$ cat src/rtl/fetch_unit_if.sv
// Bus bundle between the fetch stage, instruction memory, PC-select logic and decode.
// Decode handshake: an instruction transfers on any rising clk edge where inst_valid && inst_ready;
// inst_valid never waits on inst_ready, and inst/inst_pc are held stable while inst_valid=1 and inst_ready=0.
interface fetch_unit_if #(
  parameter int XLEN = 32
);
  logic            imem_req;
  logic [XLEN-1:0] imem_addr;
  logic            imem_rvalid;
  logic [XLEN-1:0] imem_rdata;
  logic            redirect_valid;
  logic [XLEN-1:0] redirect_target;
  logic            inst_valid;
  logic            inst_ready;
  logic [XLEN-1:0] inst;
  logic [XLEN-1:0] inst_pc;
  logic [6:0]      opCode;
  logic [2:0]      fun3;
  logic [6:0]      fun7;

  modport master (
    output imem_req, imem_addr,
    input  imem_rvalid, imem_rdata,
    input  redirect_valid, redirect_target,
    output inst_valid,
    input  inst_ready,
    output inst, inst_pc, opCode, fun3, fun7
  );

  modport slave (
    input  imem_req, imem_addr,
    output imem_rvalid, imem_rdata,
    output redirect_valid, redirect_target,
    input  inst_valid,
    output inst_ready,
    input  inst, inst_pc, opCode, fun3, fun7
  );
endinterface

$ cat src/rtl/fetch_unit.sv
// Instruction-fetch stage: owns the PC, issues one imem read at a time and hands the
// fetched word to decode, discarding wrong-path data after a redirect.
module fetch_unit #(
  parameter int              XLEN     = 32,
  parameter logic [XLEN-1:0] RESET_PC = 32'h0000_0000,
  parameter logic [XLEN-1:0] NOP_INST = 32'h0000_0013
) (
  input  logic         clk,
  input  logic         rst_n,
  fetch_unit_if.master bus,
  output logic [1:0]   dbg_state_o
);

  typedef enum logic [1:0] {
    S_IDLE = 2'd0,
    S_REQ  = 2'd1,
    S_WAIT = 2'd2,
    S_HOLD = 2'd3
  } state_t;

  state_t          state_q;
  logic [XLEN-1:0] pc_q;
  logic            req_q;
  logic [XLEN-1:0] addr_q;
  logic            valid_q;
  logic [XLEN-1:0] inst_q;
  logic [XLEN-1:0] inst_pc_q;
  logic            kill_q;

  logic [XLEN-1:0] tgt_d;
  logic [XLEN-1:0] pc_inc_d;

  assign tgt_d    = {bus.redirect_target[XLEN-1:2], 2'b00};
  assign pc_inc_d = pc_q + XLEN'(4);

  always_ff @(posedge clk or negedge rst_n) begin
    if (!rst_n) begin
      state_q   <= S_IDLE;
      pc_q      <= RESET_PC;
      req_q     <= 1'b0;
      addr_q    <= RESET_PC;
      valid_q   <= 1'b0;
      inst_q    <= NOP_INST;
      inst_pc_q <= RESET_PC;
      kill_q    <= 1'b0;
    end else begin
      req_q <= 1'b0;
      case (state_q)
        S_IDLE: begin
          state_q <= S_REQ;
          req_q   <= 1'b1;
          if (bus.redirect_valid) begin
            pc_q   <= tgt_d;
            addr_q <= tgt_d;
          end else begin
            addr_q <= {pc_q[XLEN-1:2], 2'b00};
          end
        end
        S_REQ: begin
          state_q <= S_WAIT;
          // The read already issued belongs to the old path; mark its response for discard.
          if (bus.redirect_valid) begin
            pc_q   <= tgt_d;
            kill_q <= 1'b1;
          end
        end
        S_WAIT: begin
          if (bus.redirect_valid) begin
            pc_q <= tgt_d;
            if (bus.imem_rvalid) begin
              kill_q  <= 1'b0;
              state_q <= S_REQ;
              req_q   <= 1'b1;
              addr_q  <= tgt_d;
            end else begin
              kill_q <= 1'b1;
            end
          end else if (bus.imem_rvalid) begin
            if (kill_q) begin
              kill_q  <= 1'b0;
              state_q <= S_REQ;
              req_q   <= 1'b1;
              addr_q  <= {pc_q[XLEN-1:2], 2'b00};
            end else begin
              inst_q    <= bus.imem_rdata;
              inst_pc_q <= pc_q;
              valid_q   <= 1'b1;
              state_q   <= S_HOLD;
            end
          end
        end
        S_HOLD: begin
          // Redirect takes priority over a handshake in the same cycle.
          if (bus.redirect_valid) begin
            pc_q    <= tgt_d;
            valid_q <= 1'b0;
            inst_q  <= NOP_INST;
            state_q <= S_REQ;
            req_q   <= 1'b1;
            addr_q  <= tgt_d;
          end else if (valid_q && bus.inst_ready) begin
            pc_q    <= pc_inc_d;
            valid_q <= 1'b0;
            inst_q  <= NOP_INST;
            state_q <= S_REQ;
            req_q   <= 1'b1;
            addr_q  <= {pc_inc_d[XLEN-1:2], 2'b00};
          end
        end
        default: state_q <= S_IDLE;
      endcase
    end
  end

  assign bus.imem_req   = req_q;
  assign bus.imem_addr  = addr_q;
  assign bus.inst_valid = valid_q;
  assign bus.inst       = inst_q;
  assign bus.inst_pc    = inst_pc_q;
  assign bus.opCode     = inst_q[6:0];
  assign bus.fun3       = inst_q[14:12];
  assign bus.fun7       = inst_q[31:25];
  assign dbg_state_o    = state_q;

endmodule

$ cat src/flat_wrapper.sv
// flat-port wrapper written by rule: the top's interface ports become plain ports
module fetch_unit_flat 
#(
  parameter int              XLEN     = 32,
  parameter logic [XLEN-1:0] RESET_PC = 32'h0000_0000,
  parameter logic [XLEN-1:0] NOP_INST = 32'h0000_0013
)
  (clk, rst_n, dbg_state_o, bus_imem_req, bus_imem_addr, bus_imem_rvalid, bus_imem_rdata, bus_redirect_valid, bus_redirect_target, bus_inst_valid, bus_inst_ready, bus_inst, bus_inst_pc, bus_opCode, bus_fun3, bus_fun7);
  fetch_unit_if #(.XLEN(XLEN)) bus_i ();
  input  logic clk;
  input  logic rst_n;
  output logic [1:0] dbg_state_o;
  output wire logic [$bits(bus_i.imem_req)-1:0] bus_imem_req;
  output wire logic [$bits(bus_i.imem_addr)-1:0] bus_imem_addr;
  input wire logic [$bits(bus_i.imem_rvalid)-1:0] bus_imem_rvalid;
  input wire logic [$bits(bus_i.imem_rdata)-1:0] bus_imem_rdata;
  input wire logic [$bits(bus_i.redirect_valid)-1:0] bus_redirect_valid;
  input wire logic [$bits(bus_i.redirect_target)-1:0] bus_redirect_target;
  output wire logic [$bits(bus_i.inst_valid)-1:0] bus_inst_valid;
  input wire logic [$bits(bus_i.inst_ready)-1:0] bus_inst_ready;
  output wire logic [$bits(bus_i.inst)-1:0] bus_inst;
  output wire logic [$bits(bus_i.inst_pc)-1:0] bus_inst_pc;
  output wire logic [$bits(bus_i.opCode)-1:0] bus_opCode;
  output wire logic [$bits(bus_i.fun3)-1:0] bus_fun3;
  output wire logic [$bits(bus_i.fun7)-1:0] bus_fun7;
  assign bus_imem_req = bus_i.imem_req;
  assign bus_imem_addr = bus_i.imem_addr;
  assign bus_i.imem_rvalid = bus_imem_rvalid;
  assign bus_i.imem_rdata = bus_imem_rdata;
  assign bus_i.redirect_valid = bus_redirect_valid;
  assign bus_i.redirect_target = bus_redirect_target;
  assign bus_inst_valid = bus_i.inst_valid;
  assign bus_i.inst_ready = bus_inst_ready;
  assign bus_inst = bus_i.inst;
  assign bus_inst_pc = bus_i.inst_pc;
  assign bus_opCode = bus_i.opCode;
  assign bus_fun3 = bus_i.fun3;
  assign bus_fun7 = bus_i.fun7;
  fetch_unit #(.XLEN(XLEN), .RESET_PC(RESET_PC), .NOP_INST(NOP_INST)) u_core (.clk(clk), .rst_n(rst_n), .bus(bus_i), .dbg_state_o(dbg_state_o));
endmodule
$ cat config.mk
export PLATFORM = sky130hd
export DESIGN_NAME = fetch_unit_flat
export DESIGN_NICKNAME = d
export VERILOG_FILES = /design/src/rtl/fetch_unit_if.sv /design/src/rtl/fetch_unit.sv /design/src/flat_wrapper.sv
export SDC_FILE = /design/constraint.sdc
export NUM_CORES = 1
export LEC_CHECK = 0
export ABC_AREA = 1
export CAP_MARGIN = 20
export CORE_MARGIN = 1
export CORE_UTILIZATION = 30
export CTS_CLUSTER_DIAMETER = 30
export DETAILED_ROUTE_END_ITERATION = 8
export PLACE_DENSITY = 0.56
export SYNTH_ARGS = -nofsm -noshare
export SYNTH_HDL_FRONTEND = slang
export SYNTH_SLANG_ARGS = --single-unit
$ cat constraint.sdc
create_clock -name clk -period 4 [get_ports clk]
set_input_delay 0.4 -clock clk [delete_from_list [all_inputs] [get_ports clk]]
set_output_delay 0.4 -clock clk [all_outputs]
set_load 0.01 [all_outputs]
==> flow_summary_export.csv, run 1 <==
group,metric,value,unit
synthesis,syn-cell-area,6814,sq um
power_and_ir_drop,sw_frac_of_total,38.89,%
worst_setup_path,crit_path_start_kind,"flip-flop",
layout,fin_cells,1332,
run_status,violations,"DRC",
clock_tree,cts_buffer_depth,2,
synthesis,yosys_warnings,0,
synthesis,ys_seq_area_share,46.69,%
timing,final-hold-violation-count,0,
power_and_ir_drop,pwr-share-clk,23.8,%
timing,skew,7.469,ps
die,die_w,152.7,um
layout,fin_area,9378,sq um
clock_tree,cts_tree,"built",
grt,gr-usage-all-layers,18.32,%
clock_tree,cts-root-buf,"clkbuf_16",
synthesis,ys_types,42,
placement,dpl.hpwl,14.44,mm
worst_setup_path,worstSetupPathType,"reg2reg",
power_and_ir_drop,power.total,7.632,mW
clock_tree,post_cts_resized,0,
clock_tree,clock_latency,420,ps
routing,ant_nets,0,
flow_run,maxCapViolCount,0,
routing,wl_per_cell,15.65,um
layout,antenna_cells,0,
synthesis,synth_flop_cell,"dfrtp_1",
power_and_ir_drop,p_int,4.664,mW
power_and_ir_drop,p_per_area,813.9,nW/um^2
layout,fin_util,42.58,%
timing,holdWs,94.73,ps
die,coreArea,22030,sq um
clock_tree,cts.sinks,127,
synthesis,syn_inst,891,
timing,setup_ws,1473,ps
die,dieArea,23320,sq um
grt,grt_pass1_wl,33.59,mm
placement,preCtsSetupSlack,1410,ps
timing,clock.fmax,395.8,MHz
worst_setup_path,cp-end-kind,"flip-flop",
routing,vias,6337,
worst_setup_path,crit_slowest_cell,"ha_2",
timing,final-setup-viol-count,0,
timing,slew_violations,0,
layout,drive_gt1_share,9.411,%
routing,first_pass_iters,9,
power_and_ir_drop,pwr-share-seq,31.0,%
placement,place_area,8695,sq um
timing,relSlewSlack,39.62,%
grt,grt_overflow,0,
clock_tree,cts_setup_buffers,0,
placement,globalplace.congestion,0.8310,
clock_tree,hold_buffers,0,
worst_setup_path,cp_cell_sequence,"ha_2 > inv_2 > o21ai_1 > buf_4 > inv_1 > a21oi_1 > a22oi_1",
routing,drc,5,
layout,seq_area,3182,sq um
synthesis,async_flop_share,100.0,%
routing,viasPerCell,4.758,
grt,grt_max_degree,66,
worst_setup_path,crit_path_max_fanout,24,
clock_tree,htree_levels,4,
die,initial_core_util,30.94,%
worst_setup_path,arrival,2770,ps
power_and_ir_drop,p_switching,2.968,mW
worst_setup_path,worstRegToRegCells,7,
timing,rsz0062_at_grt,"false",
routing,drtIter0Drc,605,
worst_setup_path,max_stage_delay,480,ps
timing,setup_tns,0,ps
synthesis,syn_area_per_cell,7.648,sq um
timing,fin_crit_sh,63.17,%
run_status,status,"finished, violations left",
die,die_y,152.7,um
worst_setup_path,required,4250,ps
hold_path,min_path_type,"in2async",
synthesis,synth_edf_count,0,
grt,antenna_found_initial,2,
power_and_ir_drop,p_leak,4.215,nW
grt,grt_pass1_vias,6092,
die,rows,54,
power_and_ir_drop,vdd_ir_drop_max,0.0003773,V
clock_tree,clkTransAtPathRegs,60,ps
timing,min_period,2527,ps
routing,drt_wl_total,20.85,mm
clock_tree,cts_buffers,17,
synthesis,ys_ff_latch,127,
layout,finalNetCount,1113,
layout,multi_input_area,3073,sq um
die,ioPinCount,186,
layout,syn2layout_area_growth,37.62,%
timing,tightest_slew,904.7,ps
power_and_ir_drop,comb_power_share,45.3,%
placement,placedCellCount,1300,
layout,fill_cells,2230,
placement,io_buffer_count,179,
[flip-flops by register name, summed over array words and instances, names as in the netlist]
signal / flops
u_core.bus.inst: 32
u_core.bus.imem_addr: 30
u_core.bus.inst_pc: 30
u_core.pc_q: 30
u_core.dbg_state_o: 2
u_core.bus.imem_req: 1
u_core.bus.inst_valid: 1
u_core.kill_q: 1
[cell type report]
| cell class | instances | share of cell area (%) |
|---|---|---|
| sequential | 127 | 33.93 |
| multi-input combinational | 646 | 32.77 |
| timing repair buffer | 189 | 19.96 |
| clock buffer | 17 | 4.536 |
| tap | 280 | 3.736 |
| clock inverter | 15 | 2.748 |
| inverter | 58 | 2.322 |
[Yosys cell counts (all sizes together) (3+ instances only)]
cell type / number / area share, %
a211oi: 3 / 0.40
a21oi: 83 / 6.4
a22oi: 8 / 0.88
buf: 46 / 4.3
clkbuf: 17 / 0.94
dfrtp: 124 / 46
dfstp: 3 / 1.2
ha: 5 / 0.92
inv: 58 / 3.2
mux2: 5 / 0.83
nand2: 238 / 13
nand3: 48 / 4.2
nand4: 5 / 0.46
nor2: 151 / 9.6
nor3: 8 / 0.59
o211ai: 3 / 0.40
o21ai: 73 / 5.4
[cell families (layout without fill, tap and decap cells)]
| kind of cell | count (synthesis) | count (layout) | share of synthesized area [%] |
|---|---|---|---|
| buf+inv | 121 | 279 | 8.447 |
| simple gates | 452 | 452 | 28.37 |
| flops | 127 | 127 | 46.69 |
| mux | 7 | 7 | 1.120 |
| xor+xnor | 2 | 2 | 0.2571 |
| fa+ha+maj | 5 | 5 | 0.9181 |
| other cells | 1 | 4 | 0.05503 |
| compound gates | 176 | 176 | 14.14 |
[power by group through the flow]
stage | clock network, mW | registers [mW] | logic, mW
CTS | 1.85 | 2.37 | 3.51
global route | 1.91 | 2.45 | 3.84
floorplan | 0 | 2.50 | 1.79
finish | 1.81 | 2.36 | 3.46
global placement | 0 | 2.37 | 3.47
detailed placement | 0 | 2.38 | 3.49
[critical path, delay by kind of cell, from the launching register on]
kind | cells | cell delay [ps]
buffers and inverters | 3 | 890
AOI/OAI and AO/OA | 3 | 510
adders and majority gates | 1 | 480
DFF | 1 | 450
[cells in the final DEF (no fill, tap or decap), types with 5 or more instances in the layout]
cell | Yosys | final
o21ai_0 | 68 | 68
nor2_2 | 10 | 10
dfrtp_1 | 124 | 124
buf_4 | 26 | 10
inv_1 | 51 | 51
a21oi_2 | 6 | 6
a22oi_1 | 8 | 8
nand2_2 | 4 | 5
clkinv_4 | 0 | 5
inv_2 | 7 | 7
nand3_1 | 42 | 42
nor3_1 | 8 | 8
nor2_4 | 6 | 6
mux2_2 | 5 | 5
clkbuf_16 | 0 | 17
nand4_1 | 5 | 5
bufinv_16 | 0 | 6
a21oi_1 | 77 | 77
nand2_1 | 233 | 232
nor2_1 | 134 | 134
clkdlybuf4s50_1 | 0 | 177
[final timing paths]
| kind | slack [ps] | start | endpoint |
|---|---|---|---|
| min | 90 | rst_n | u_core.bus.inst[28] |
| min in group clk | 480 | u_core.bus.inst_pc[16] | u_core.bus.inst_pc[16] |
| max reg2reg | 1470 | u_core.dbg_state_o[0] | u_core.pc_q[9] |
| min reg2reg | 480 | u_core.bus.inst_pc[16] | u_core.bus.inst_pc[16] |
| max in group asynchronous | 3040 | rst_n | u_core.pc_q[17] |
| max | 1470 | u_core.dbg_state_o[0] | u_core.pc_q[9] |
[layer usage]
layer	global-route usage [%]	part of all wire (%)
met2	28.13	46
met4	5.772	1.3
met5	0	0.11
met1	24.96	46
met3	4.977	6.6
Note: power is estimated with default switching activity, not from simulation.
==> inputs of run 2 (changes only) <==
==> constraint.sdc (replaced) <==
create_clock -name clk -period 2.5 [get_ports clk]
set_input_delay 0.25 -clock clk [delete_from_list [all_inputs] [get_ports clk]]
set_output_delay 0.25 -clock clk [all_outputs]
set_load 0.01 [all_outputs]
==> run 2 against run 1 <==
Net effect:
- the run still ends with DRC left
- clock power rose by 31%
- global-route usage up 0.15 points
- cell count increased by 0.75%
- wire length down 0.26%
- sequential power rose by 61%
- sequential cell count did not move
- combinational power grew 61%
- via count decreased by 0.62%
- critical path type unchanged
==> flow_summary_export.csv, run 2 (synthesis gave the netlist of run 1 again) <==
group,metric,value,unit
run_status,status,"finished, violations left",
run_status,violations,"DRC",
routing,vias,6298,
power_and_ir_drop,pwr-share-seq,32.3,%
die,die_y,152.7,um
grt,grtUsageMet2,28.83,%
worst_setup_path,max_stage_delay,470,ps
placement,placedCellCount,1308,
power_and_ir_drop,power.total,11.74,mW
die,ioPinCount,186,
layout,syn2layout_area_growth,36.96,%
grt,grt_use_met3,4.579,%
timing,relSlewSlack,37.08,%
timing,fin_crit_sh,85.02,%
grt,gr-usage-all-layers,18.47,%
hold_path,hold_depth,2,
clock_tree,cts_buffer_depth,2,
timing,rsz0062_at_grt,"false",
timing,clock.fmax,470.5,MHz
grt,antenna_found_initial,2,
timing,slew_violations,0,
worst_setup_path,worstRegToRegCells,10,
layout,finalNetCount,1122,
worst_setup_path,r2r_start,"u_core.dbg_state_o[0]",
worst_setup_path,critPathMostFrequentCell,"nand2_1",
routing,wl_per_cell,15.50,um
routing,drt_wl_total,20.80,mm
clock_tree,cts_tree,"built",
power_and_ir_drop,pwr-share-clk,20.3,%
hold_path,min_path_type,"in2reg",
timing,setup_tns,0,ps
worst_setup_path,arrival,2490,ps
power_and_ir_drop,comb_power_share,47.4,%
timing,min_period,2126,ps
die,die_w,152.7,um
die,initial_core_util,30.94,%
placement,dpl.hpwl,14.83,mm
clock_tree,cts.sinks,127,
grt,grt_overflow,0,
layout,fin_cells,1342,
grt,grtUsageMet1,25.16,%
layout,drive_gt1_share,10.08,%
worst_setup_path,crit_slowest_cell,"dfrtp_1",
routing,first_pass_iters,9,
clock_tree,cts_buffers,17,
power_and_ir_drop,sw_frac_of_total,40.39,%
power_and_ir_drop,p_per_area,1258,nW/um^2
worst_setup_path,required,2860,ps
timing,tightest_slew,942.7,ps
clock_tree,clock_latency,410,ps
layout,largest_reg_flops,32,
clock_tree,htree_levels,4,
routing,drc,7,
worst_setup_path,rrSetupSlack,370,ps
routing,drtIter0Drc,496,
power_and_ir_drop,p_switching,4.742,mW
power_and_ir_drop,p_int,6.999,mW
worst_setup_path,cp_cell_sequence,"inv_1 > ha_1 > inv_2 > nor2_1 > a211oi_2 > nand2_2 > nor2_2 > buf_4 > nand2_1 > nand2_1",
layout,final_cell_mix,"232 x nand2_1, 177 x clkdlybuf4s50_1, 134 x nor2_1",
flow_run,maxCapViolCount,0,
die,rows,54,
layout,fin_util,42.37,%
timing,skew,6.366,ps
die,coreArea,22030,sq um
worst_setup_path,crit_path_max_fanout,12,
routing,ant_nets,0,
grt,grt_pass1_vias,6016,
worst_setup_path,cp-end-kind,"flip-flop",
worst_setup_path,worstSetupPathType,"reg2reg",
die,dieArea,23320,sq um
worst_setup_path,reg2reg_to,"u_core.bus.inst[8]",
timing,holdWs,170.6,ps
placement,globalplace.congestion,0.8519,
worst_setup_path,crit_path_start_kind,"flip-flop",
hold_path,hp-start,"bus_redirect_valid",
timing,final-hold-violation-count,0,
placement,io_buffer_count,179,
grt,grt_pass1_wl,33.80,mm
grt,grt-busiest-layer,"met2",
routing,viasPerCell,4.693,
power_and_ir_drop,vdd_ir_drop_max,0.0005091,V
layout,layout_commonest_cell,"nand2_1",
hold_path,worstHoldEndpoint,"u_core.kill_q",
grt,grt_max_degree,50,
power_and_ir_drop,p_leak,4.182,nW
clock_tree,cts-root-buf,"clkbuf_16",
timing,final-setup-viol-count,0,
clock_tree,clkTransAtPathRegs,60,ps
[run 2: cell types whose count changed in the layout (fill, tap and decap cells not counted), sizes merged]
cell	before	now
diode	0	1
buf	12	20
bufinv	6	1
clkinvlp	1	7
dlygate4sd3	0	1
inv	61	60
[run 2: worst max-delay path, delay by kind of cell (launching register included)]
kind	cells	cell delay, ps
compound gates	1	220
flops	1	470
fa+ha+maj	1	280
simple gates	5	640
buf+inv	3	460
[run 2: power by group through the flow]
stage,combinational [mW],clock [mW],sequential [mW]
3_3_place_gp,5.59,0,3.80
6_report,5.56,2.38,3.79
4_1_cts,5.64,2.44,3.80
3_5_place_dp,5.62,0,3.82
5_1_grt,6.18,2.54,3.95
2_1_floorplan,2.86,0,4.00
[run 2: final cells by class]
class                   instances  area (sq um)
clock buffers                  17         425.4
multi-input cells             646          3073
inverters                      58         217.7
fillers                      2253         12690
repair buffers                198          1942
diodes                          1         2.502
clock inverters                15         140.1
flip-flops and latches        127          3182
well taps                     280         350.3
[run 2: worst max path at each step]
stage / end / start / cells past startpoint / slack, ps
6_report: u_core.bus.inst[8] / u_core.dbg_state_o[0] / 10 / 370
5_1_grt: u_core.bus.inst[7] / u_core.dbg_state_o[0] / 10 / 160
4_1_cts: u_core.bus.inst[19] / u_core.dbg_state_o[0] / 10 / 340
3_5_place_dp: u_core.bus.inst[19] / u_core.dbg_state_o[0] / 10 / 350
3_3_place_gp: u_core.bus.inst[9] / u_core.dbg_state_o[0] / 10 / 410
2_1_floorplan: u_core.bus.inst[0] / u_core.dbg_state_o[0] / 11 / 780
[run 2: per-stage QoR]
step / area, sq um / setup slack, ps
after detailed placement: 8755 / 354.2
after global routing: 9333 / 160.1
final: 9333 / 374.5
after CTS: 9330 / 335.4
after global placement: 8755 / 413.0
after floorplan: 6825 / 779.0
[run 2: repair_timing]
action                                 in CTS  in global routing
buffers inserted                            0                  0
resized for setup                           0                  0
hold buffers                                1                  0
endpoints found under the hold margin      30                  0
[run 2: routing by layer]
layer | vias up | share of wire [%]
met5 | - | 0.058
met4 | 2 | 1.3
met3 | 17 | 6.1
met2 | 165 | 46
met1 | 2927 | 46
li1 | 3187 | -
